==> config.mk <==
export PLATFORM = sky130hd
export DESIGN_NAME = decoder3x8_pulser
export DESIGN_NICKNAME = d
export VERILOG_FILES = /design/src/rtl/decoder3x8_pulser.sv
export SDC_FILE = /design/constraint.sdc
export NUM_CORES = 1
export LEC_CHECK = 0
export BUFFER_PORTS_ARGS = -buffer_cell sky130_fd_sc_hd__buf_4
export CORE_UTILIZATION = 54
export CTS_CLUSTER_DIAMETER = 150
export DETAILED_ROUTE_END_ITERATION = 16
export HOLD_SLACK_MARGIN = 0.08
export PLACE_DENSITY = 0.77
export SYNTH_ARGS = -nofsm -noshare
export SYNTH_HDL_FRONTEND = slang
export SYNTH_SLANG_ARGS = --single-unit
==> constraint.sdc <==
create_clock -name clk -period 2.15 [get_ports clk]
set_input_delay 0.1075 -clock clk [delete_from_list [all_inputs] [get_ports clk]]
set_output_delay 0.1075 -clock clk [all_outputs]
set_load 0.02 [all_outputs]
==> src/rtl/decoder3x8_pulser.sv <==
// Receive-side 3-to-8 decoder: accepts a code over valid/ready, drives the one-hot
// select for HOLD cycles, then stays idle for GAP cycles before accepting the next code.
module decoder3x8_pulser #(
    parameter int HOLD = 4,
    parameter int GAP  = 1
) (
    input  logic       clk,
    input  logic       rst,
    input  logic       en,
    input  logic       in_valid,
    output logic       in_ready,
    input  logic [2:0] in,
    output logic [7:0] out,
    output logic       out_valid,
    output logic       done
);

    typedef enum logic [1:0] {
        ST_IDLE  = 2'd0,
        ST_DRIVE = 2'd1,
        ST_GAP   = 2'd2
    } state_t;

    localparam logic [7:0] HOLD_LOAD = 8'(HOLD - 1);
    localparam logic [7:0] GAP_LOAD  = 8'(GAP - 1);

    function automatic logic [7:0] decode_onehot(input logic [2:0] code);
        decode_onehot = 8'd1 << code;
    endfunction

    state_t     state_r;
    state_t     state_s;
    logic [7:0] cnt_r;
    logic [7:0] cnt_s;
    logic [7:0] out_r;
    logic [7:0] out_s;
    logic       out_valid_r;
    logic       done_r;
    logic       done_s;
    logic       accept_s;

    // Ready depends only on state, enable and reset, never on in_valid.
    assign in_ready  = en & ~rst & (state_r == ST_IDLE);
    assign accept_s  = in_valid & in_ready;
    assign out       = out_r;
    assign out_valid = out_valid_r;
    assign done      = done_r;

    // Next-state, counter and next-output computation.
    always_comb begin
        state_s = state_r;
        cnt_s   = cnt_r;
        out_s   = out_r;
        if (!en) begin
            state_s = ST_IDLE;
            cnt_s   = 8'd0;
            out_s   = 8'd0;
        end else begin
            case (state_r)
                ST_IDLE: begin
                    if (accept_s) begin
                        state_s = ST_DRIVE;
                        cnt_s   = HOLD_LOAD;
                        out_s   = decode_onehot(in);
                    end else begin
                        state_s = ST_IDLE;
                        cnt_s   = cnt_r;
                        out_s   = 8'd0;
                    end
                end
                ST_DRIVE: begin
                    if (cnt_r != 8'd0) begin
                        cnt_s = cnt_r - 8'd1;
                        out_s = out_r;
                    end else begin
                        out_s = 8'd0;
                        if (GAP > 0) begin
                            state_s = ST_GAP;
                            cnt_s   = GAP_LOAD;
                        end else begin
                            state_s = ST_IDLE;
                            cnt_s   = 8'd0;
                        end
                    end
                end
                ST_GAP: begin
                    if (cnt_r != 8'd0) begin
                        cnt_s = cnt_r - 8'd1;
                    end else begin
                        state_s = ST_IDLE;
                        cnt_s   = 8'd0;
                    end
                    out_s = 8'd0;
                end
                default: begin
                    state_s = ST_IDLE;
                    cnt_s   = 8'd0;
                    out_s   = 8'd0;
                end
            endcase
        end
    end

    // done is registered one cycle early: it marks the cycle that holds the final DRIVE count.
    assign done_s = (state_s == ST_DRIVE) && (cnt_s == 8'd0);

    // State, counter and registered outputs; reset wins over enable and handshake.
    always_ff @(posedge clk) begin
        if (rst) begin
            state_r     <= ST_IDLE;
            cnt_r       <= 8'd0;
            out_r       <= 8'd0;
            out_valid_r <= 1'b0;
            done_r      <= 1'b0;
        end else begin
            state_r     <= state_s;
            cnt_r       <= cnt_s;
            out_r       <= out_s;
            out_valid_r <= |out_s;
            done_r      <= done_s;
        end
    end

endmodule
### Yosys cells after proc, flatten, opt, wreduce, memory -nomap -nowiden

Cells that the tools add are included.

* equality and inequality tests: 3
* reduce and logical (&&, ||, !) cells: 6
* bitwise gates (word level): 4
* shift operators: 1
* mux-type cells: 13
* $add $sub $neg: 1

Operators by type and width (count)
* 2-to-1 mux 8 bit: 6
* one-hot mux 8 bit (2 select lines): 2
* logical NOT 8 bit: 1
* nonzero test 8 bit: 1
* OR reduction 8 bit: 1
* << shifter 1 x 3 -> 8 bit (first input constant): 1
* subtractor 8 x 1 -> 8 bit (second input constant): 1
* 2-to-1 mux 2 bit: 3
* one-hot mux 2 bit (3 select lines): 1
* equality test 2 x 1 -> 1 bit (second input constant): 2
* bitwise AND 1 bit: 3
* equality test 2 bit (second input constant): 1
* logical NOT 2 bit: 1
* OR reduction 2 bit: 1
* logical AND 1 bit: 1
* 2-to-1 mux 1 bit: 1
* inverter 1 bit: 1

* word-level logic and storage cells: 33
* output and inout port bits: 11
* bits in registers: 20

### Longest topological paths before layout

Gate-level depths: netlist (run 1).

* word-level depth: 9
* depth in mapped cells: 8
* mapped depth without buffers: 7

### Worst setup path before layout (run 1)

Ideal clock, no wire load.

* path type: register to register
* start point: register state_r[0]
* end point: register done_r, in the netlist done
* path buffers: 0
* data arrival time: 1668 ps
* setup slack: 420 ps
* stages on the path, launching flop included: 7
* library setup time: 61 ps
* period minus slack after synthesis: 1730 ps
* cell sequence: dfxtp_1 inv_1 ha_1 a21boi_2 a32o_1 nor4b_2 and4b_1

* longest elaborated chain between the ends: 8
* elaborated cells between the ends (all ways): 17
* those cells by class: eq/ne: 3; mux: 8; bitwise: 2; reduce/logical: 4

RTL lines
* from (decl): RTL line 31 `state_t state_r;`
* from (signal assigned): RTL line 116 `state_r <= state_s;`
* logical NOT 2 bit: RTL line 43, 59
* bitwise AND 1 bit: RTL line 43 `assign in_ready = en & ~rst & (state_r == ST_IDLE);`
* bitwise AND 1 bit: RTL line 44 `assign accept_s = in_valid & in_ready;`
* 2-to-1 mux 8 bit or 2-to-1 mux 1 bit (tied branches): RTL line 61 `if (accept_s) begin`
* one-hot mux 8 bit (2 select lines) or one-hot mux 2 bit (3 select lines) (tied branches): RTL line 59 `case (state_r)`
* 2-to-1 mux 8 bit or 2-to-1 mux 2 bit (tied branches): RTL line 54 `if (!en) begin`
* logical NOT 8 bit or equality test 2 x 1 -> 1 bit (tied branches): RTL line 105 `assign done_s = (state_s == ST_DRIVE) && (cnt_s == 8'd0);`
* logical AND 1 bit (*): RTL line 105
* to (signal assigned): RTL line 120 `done_r <= done_s;`
* to (decl): RTL line 38 `logic done_r;`

Mark *: on every way between the ends. The rest lies on a longest branch, timed or not.
A chain may end at the register's enable or synchronous reset.

### Final worst setup path (run 1)

* start point: register cnt_r[0]
* end point: register done_r, in the netlist done

* longest elaborated chain between the ends: 6
* elaborated cells between the ends (all ways): 13
* those cells by class: add/sub: 1; eq/ne: 1; mux: 8; reduce/logical: 3

RTL lines
* from (decl): RTL line 33 `logic [7:0] cnt_r;`
* from (signal assigned): RTL line 117 `cnt_r <= cnt_s;`
* subtractor 8 x 1 -> 8 bit or nonzero test 8 bit (tied branches)
* 2-to-1 mux 8 bit (tied with other cells): RTL line 72 `if (cnt_r != 8'd0) begin`
* one-hot mux 8 bit (2 select lines) or one-hot mux 2 bit (3 select lines) (tied branches): RTL line 59
* 2-to-1 mux 8 bit or 2-to-1 mux 2 bit (tied branches): RTL line 54
* logical NOT 8 bit or equality test 2 x 1 -> 1 bit (tied branches): RTL line 105
* logical AND 1 bit (*): RTL line 105

Marked as above.

==> metrics.txt, run 1 <==
WP data arrival 2.24 ns; worst setup path class register to register; core area 1940 um2; dpl cell area 1290 um2; number of nets in the layout 163; CP endpoint kind register; # setup viols final 0; Initial Util 0.573; Clock Skew 0.00645 ns; CTS Sinks 20; TritonRoute pass-1 iters 4; grt met2 use 0.422; Area Growth Syn to Fin 19.1%; sequential share of the synthesized area 0.360; top-area cell type share of the netlist area 0.360; routed wire length per instance 14.8 um; met3 usage 0.0528; critical path required time 2.40 ns; YS warnings 0; DP HPWL 1990 um; largest net degree at the start of global routing 11; Setup crit start kind register; layout cell share with drive strength beyond 1 0.236; met1 usage 0.325; fin. max-slew vios 0; top_reg_cell synth dfxtp_1; Synth Register Bits 20; MaxCap Viol Count 0; slowest stage delay, CP 0.34 ns; gpl congestion 0.880; Post-synth EDFFs 0; Overflow after GRT 0; Total Wirelength 2590 um; H-tree lvl count 1; final core utilization 0.683; # diodes 0; setup TNS 0 ns; Vias 1038; Iteration-0 DRC Markers 28; Root Buffer clkbuf_4; RSZ-0062 raised after global routing no; Worst-Margin Slew 0.627 ns; Setup Fix Bufs, Post-CTS 0; TritonCTS clock tree built; chip height 47.4 um; post-route ant nets 0; Synth area leaders dfxtp_1, ha_1, nor2_1; number of global-route vias before repair 929; post-place setup slack 0.179 ns; Syn Area/Cell 8.84 um2; initial antenna violation count 0; Netlist cell types 41; total CTS buffers 3; post-route minimum period 1.99 ns; Die Area 2250 um2; Worst-Skew Late Latency 0.31 ns; CTS clk-pin slew, worst paths 0.11 ns; Peak VDD IR 0.000348 V; crit path max fanout 5; cells along the critical path inv_1 -> ha_1 -> nor3b_2 -> a21boi_1 -> o221a_1 -> a2111oi_1 -> and4b_1; routed vias/inst 5.93; status completed; setup slack after layout 0.159 ns; maximum clock rate 0.502 GHz; Clock Path Buffers 2; num ports 18; Hold Crit Class input port to register; synthesized area 1110 um2; Die Wd 47.4 um; async set-or-reset flop fraction in the synthesized netlist 0; Pwr Density 472 nW/um2; Mapped Cells 126; commonest cells in the netlist dfxtp_1, nor2_1, a21oi_1; Slew headroom 0.581; Crit-path slowest cell dfxtp_1; final hold violation count 0; cell taking the most area after synthesis dfxtp_1; first-pass GRT wire length 4020 um; Global Route Usage Sum 0.259; final period utilization 0.926; DRC 0; PortBufs 17; most heavily used metal layer in global routing met2; syn_nets 139; row count 16; Pleak 0.507 nW; final instance area 1330 um2
-- power breakdown --
part           leakage, nW  switching [W]  total (W)  internal (W)
Combinational        0.331      0.0000406  0.0000706     0.0000300
Sequential           0.161     0.00000196   0.000375      0.000373
Clock               0.0138       0.000115   0.000180     0.0000655
-- registers in the layout, indices dropped and copies added, names as in the netlist --
register	cells
cnt_r	8
out_valid	1
done	1
state_r	2
out	8
-- logic make-up (layout without fill, tap and decap cells) --
family	count (synthesis)	after routing	synth area share
AND/OR/NAND/NOR	56	56	0.296
flip-flops	20	20	0.360
AO/OA/AOI/OAI	37	37	0.247
buffers and inverters	7	29	0.0303
adder cells (fa/ha/maj)	6	6	0.0674
-- repair_timing --
action / in CTS / in global routing
hold endpoints to repair: 1 / 0
hold buffers: 1 / 0
gates resized for setup: 0 / 1
endpoints found under the setup margin: 0 / 1
-- through the flow --
step	total power [W]	hold slack, ns	std cells
floorplan	0.000423	0.179	126
global placement	0.000449	0.303	171
detailed placement	0.000451	0.301	171
CTS	0.000631	0.0873	175
global route	0.000652	0.109	175
finish	0.000626	0.0922	175
-- path summary, 6_finish.rpt --
kind	cells after the start	startpoint	end	slack, ns
setup reg to reg	7	cnt_r[0]	done	0.16
hold reg to reg	2	out[3]	out[3]	0.54
setup / recovery	7	cnt_r[0]	done	0.16
hold / removal	3	in[0]	out[3]	0.09
-- critical path: cells and delay by family (launching register included) --
kind	cells	cell delay (ns)
compound gates	3	0.71
buf+inv	1	0.13
fa+ha+maj	1	0.20
flops	1	0.34
simple gates	2	0.56
-- cell type report --
cell class,count,area [um2]
multi-input cells,99,687
fillers,156,616
flip-flops and latches,20,400
well taps,27,33.8
repair buffers,22,168
clock buffers,3,22.5
inverters,4,15.0
-- per-layer routing --
layer	up-vias	wire length, um
met4	0	30
met5	-	0
met3	2	134
met2	30	1270
li1	510	-
met1	496	1160
-- cells in the final DEF (no fill, tap or decap), drive strengths merged, types with 2 or more instances in the layout --
cell type  instances
nor4               4
inv                4
nand3              2
buf               21
nor2              21
a21oi             10
dfxtp             20
nand2              7
nand4b             2
a32o               2
ha                 6
nand2b             3
nor2b              6
and2               2
a22oi              7
a32oi              3
o21ai              5
a21boi             2
clkbuf             3
nor3               2
Note: power is estimated with default switching activity, not from simulation.
==> run 2, diff against run 1 <==
Clock period 2.15 ns to 2.05 ns, I/O delays scaled along.
==> run 2 against run 1 <==
  * Non-clock buffer count rose by 4
  * Clock power rose by 27%
  * Sequential power rose by 5%
  * Maximum frequency rose by 3.7%
  * Sequential share of layout area fell by 1.2 points
  * Clock skew fell by 0.0038 ns
  * First-iteration DRC count rose by 32%
  * Critical path depth fell by 1
  * Setup slack got worse by 0.028 ns
  * Global-route usage rose by 1.9 points
  * Count of clock-buffer cells in the layout rose by 1
==> metrics.txt, run 2 (synthesis gave the netlist of run 1 again) <==
CTS Sinks 20; Die Wd 47.4 um; total CTS buffers 3; Peak VDD IR 0.000345 V; routed wire length per instance 15.4 um; routed vias/inst 6.03; r2r worst-path depth 6; num ports 18; fin. max-slew vios 0; Clock Skew 0.00261 ns; Min Hold Slack 0.102 ns; CTS clk-pin slew, worst paths 0.11 ns; commonest non-fill, non-tap cell in the layout buf_4; Iteration-0 DRC Markers 37; WHS Endpoint out[7]; H-tree lvl count 1; Overflow after GRT 0; hold path depth 3; worst r2r src state_r[1]; initial antenna violation count 0; Area Growth Syn to Fin 23.8%; RSZ-0062 raised after global routing no; number of nets in the layout 167; # fillers 159; Worst-Margin Slew 0.676 ns; CP endpoint kind register; Die Area 2250 um2; DRC 0; Pleak 0.537 nW; post-place setup slack 0.0262 ns; Clock Path Buffers 2; Global Route Usage Sum 0.278; WP data arrival 2.12 ns; reg2reg setup slack 0.13 ns; post-route minimum period 1.92 ns; Placed Instances 174; Slew headroom 0.549; largest net degree at the start of global routing 12; Vias 1085; layout cell share with drive strength beyond 1 0.268; chip height 47.4 um; DP HPWL 2110 um; area of the multi-input gates 696 um2; setup TNS 0 ns; Total Wirelength 2760 um; crit path max fanout 6; post-route ant nets 0; status completed; maximum clock rate 0.521 GHz; Initial Util 0.573; first-pass GRT wire length 4300 um; r2r endpoint done; row count 16; gpl congestion 0.882; critical path required time 2.25 ns; final period utilization 0.936; Root Buffer clkbuf_4; fin cells 180; # diodes 0; TritonCTS clock tree built; sequential cell area 400 um2; Hold Crit Class input port to register; number of global-route vias before repair 988; final hold violation count 0; setup slack after layout 0.131 ns; Hold Startpoint in[0]; MaxCap Viol Count 0; most frequent cells in the layout buf_4, nor2_1, dfxtp_1; core area 1940 um2; Pwr Density 508 nW/um2; TritonRoute pass-1 iters 4; Worst-Skew Late Latency 0.29 ns; Setup crit start kind register; worst setup path class register to register; PortBufs 17; # setup viols final 0
## run 2: area by class of cell
| cell class | count | share of cell area |
|---|---|---|
| clock buffers | 4 | 0.0263 |
| inverters | 4 | 0.0109 |
| multi-input cells | 99 | 0.505 |
| flip-flops and latches | 20 | 0.290 |
| well taps | 27 | 0.0245 |
| repair buffers | 26 | 0.143 |
## run 2: critical path, stage by stage (launching register included)
cell,delay (ns)
dfxtp_1,0.40
inv_1,0.08
ha_2,0.42
a21boi_4,0.28
o311ai_0,0.23
nor4b_2,0.23
and4b_1,0.18
## run 2: per-stage QoR
stage / instance area, um2 / util / total power (W)
2_1_floorplan: 1110 / - / 0.000444
3_3_place_gp: 1310 / 0.674 / 0.000474
3_5_place_dp: 1310 / 0.674 / 0.000476
4_1_cts: 1360 / 0.698 / 0.000702
5_1_grt: 1380 / 0.710 / 0.000729
6_report: 1380 / 0.710 / 0.000700
## run 2: timing repair
| item | 4_1_cts | 5_1_grt |
|---|---|---|
| setup endpoints to repair | 0 | 1 |
| hold buffers | 1 | 0 |
| gates resized for setup | 0 | 3 |
| hold endpoints to repair | 1 | 0 |
| setup buffers | 0 | 1 |
## run 2: worst max-delay path by stage
| stage | from | endpoint | depth (start not counted) | slack, ns |
|---|---|---|---|---|
| finish | state_r[1] | done | 6 | 0.13 |
| global route | cnt_r[3] | done | 6 | 0.02 |
| CTS | state_r[1] | done | 6 | 0.003 |
| detailed placement | state_r[1] | done | 6 | 0.03 |
| global placement | state_r[1] | done | 6 | 0.05 |
| floorplan | state_r[0] | done | 6 | 0.32 |
## run 2: metal layers
| metal | part of all wire | routed length (um) | track usage | vias up |
|---|---|---|---|---|
| met4 | 0.019 | 53 | 0.120 | 0 |
| met1 | 0.42 | 1160 | 0.369 | 518 |
| met5 | 0 | 0 | 0 | - |
| met3 | 0.055 | 151 | 0.0453 | 8 |
| met2 | 0.51 | 1400 | 0.447 | 37 |
| li1 | - | - | - | 522 |
## run 2: power breakdown
part	internal [W]	switching, W	total [W]
clock	0.000108	0.000120	0.000229
combinational	0.0000345	0.0000438	0.0000783
sequential	0.000391	0.00000207	0.000393
total	0.000534	0.000166	0.000700
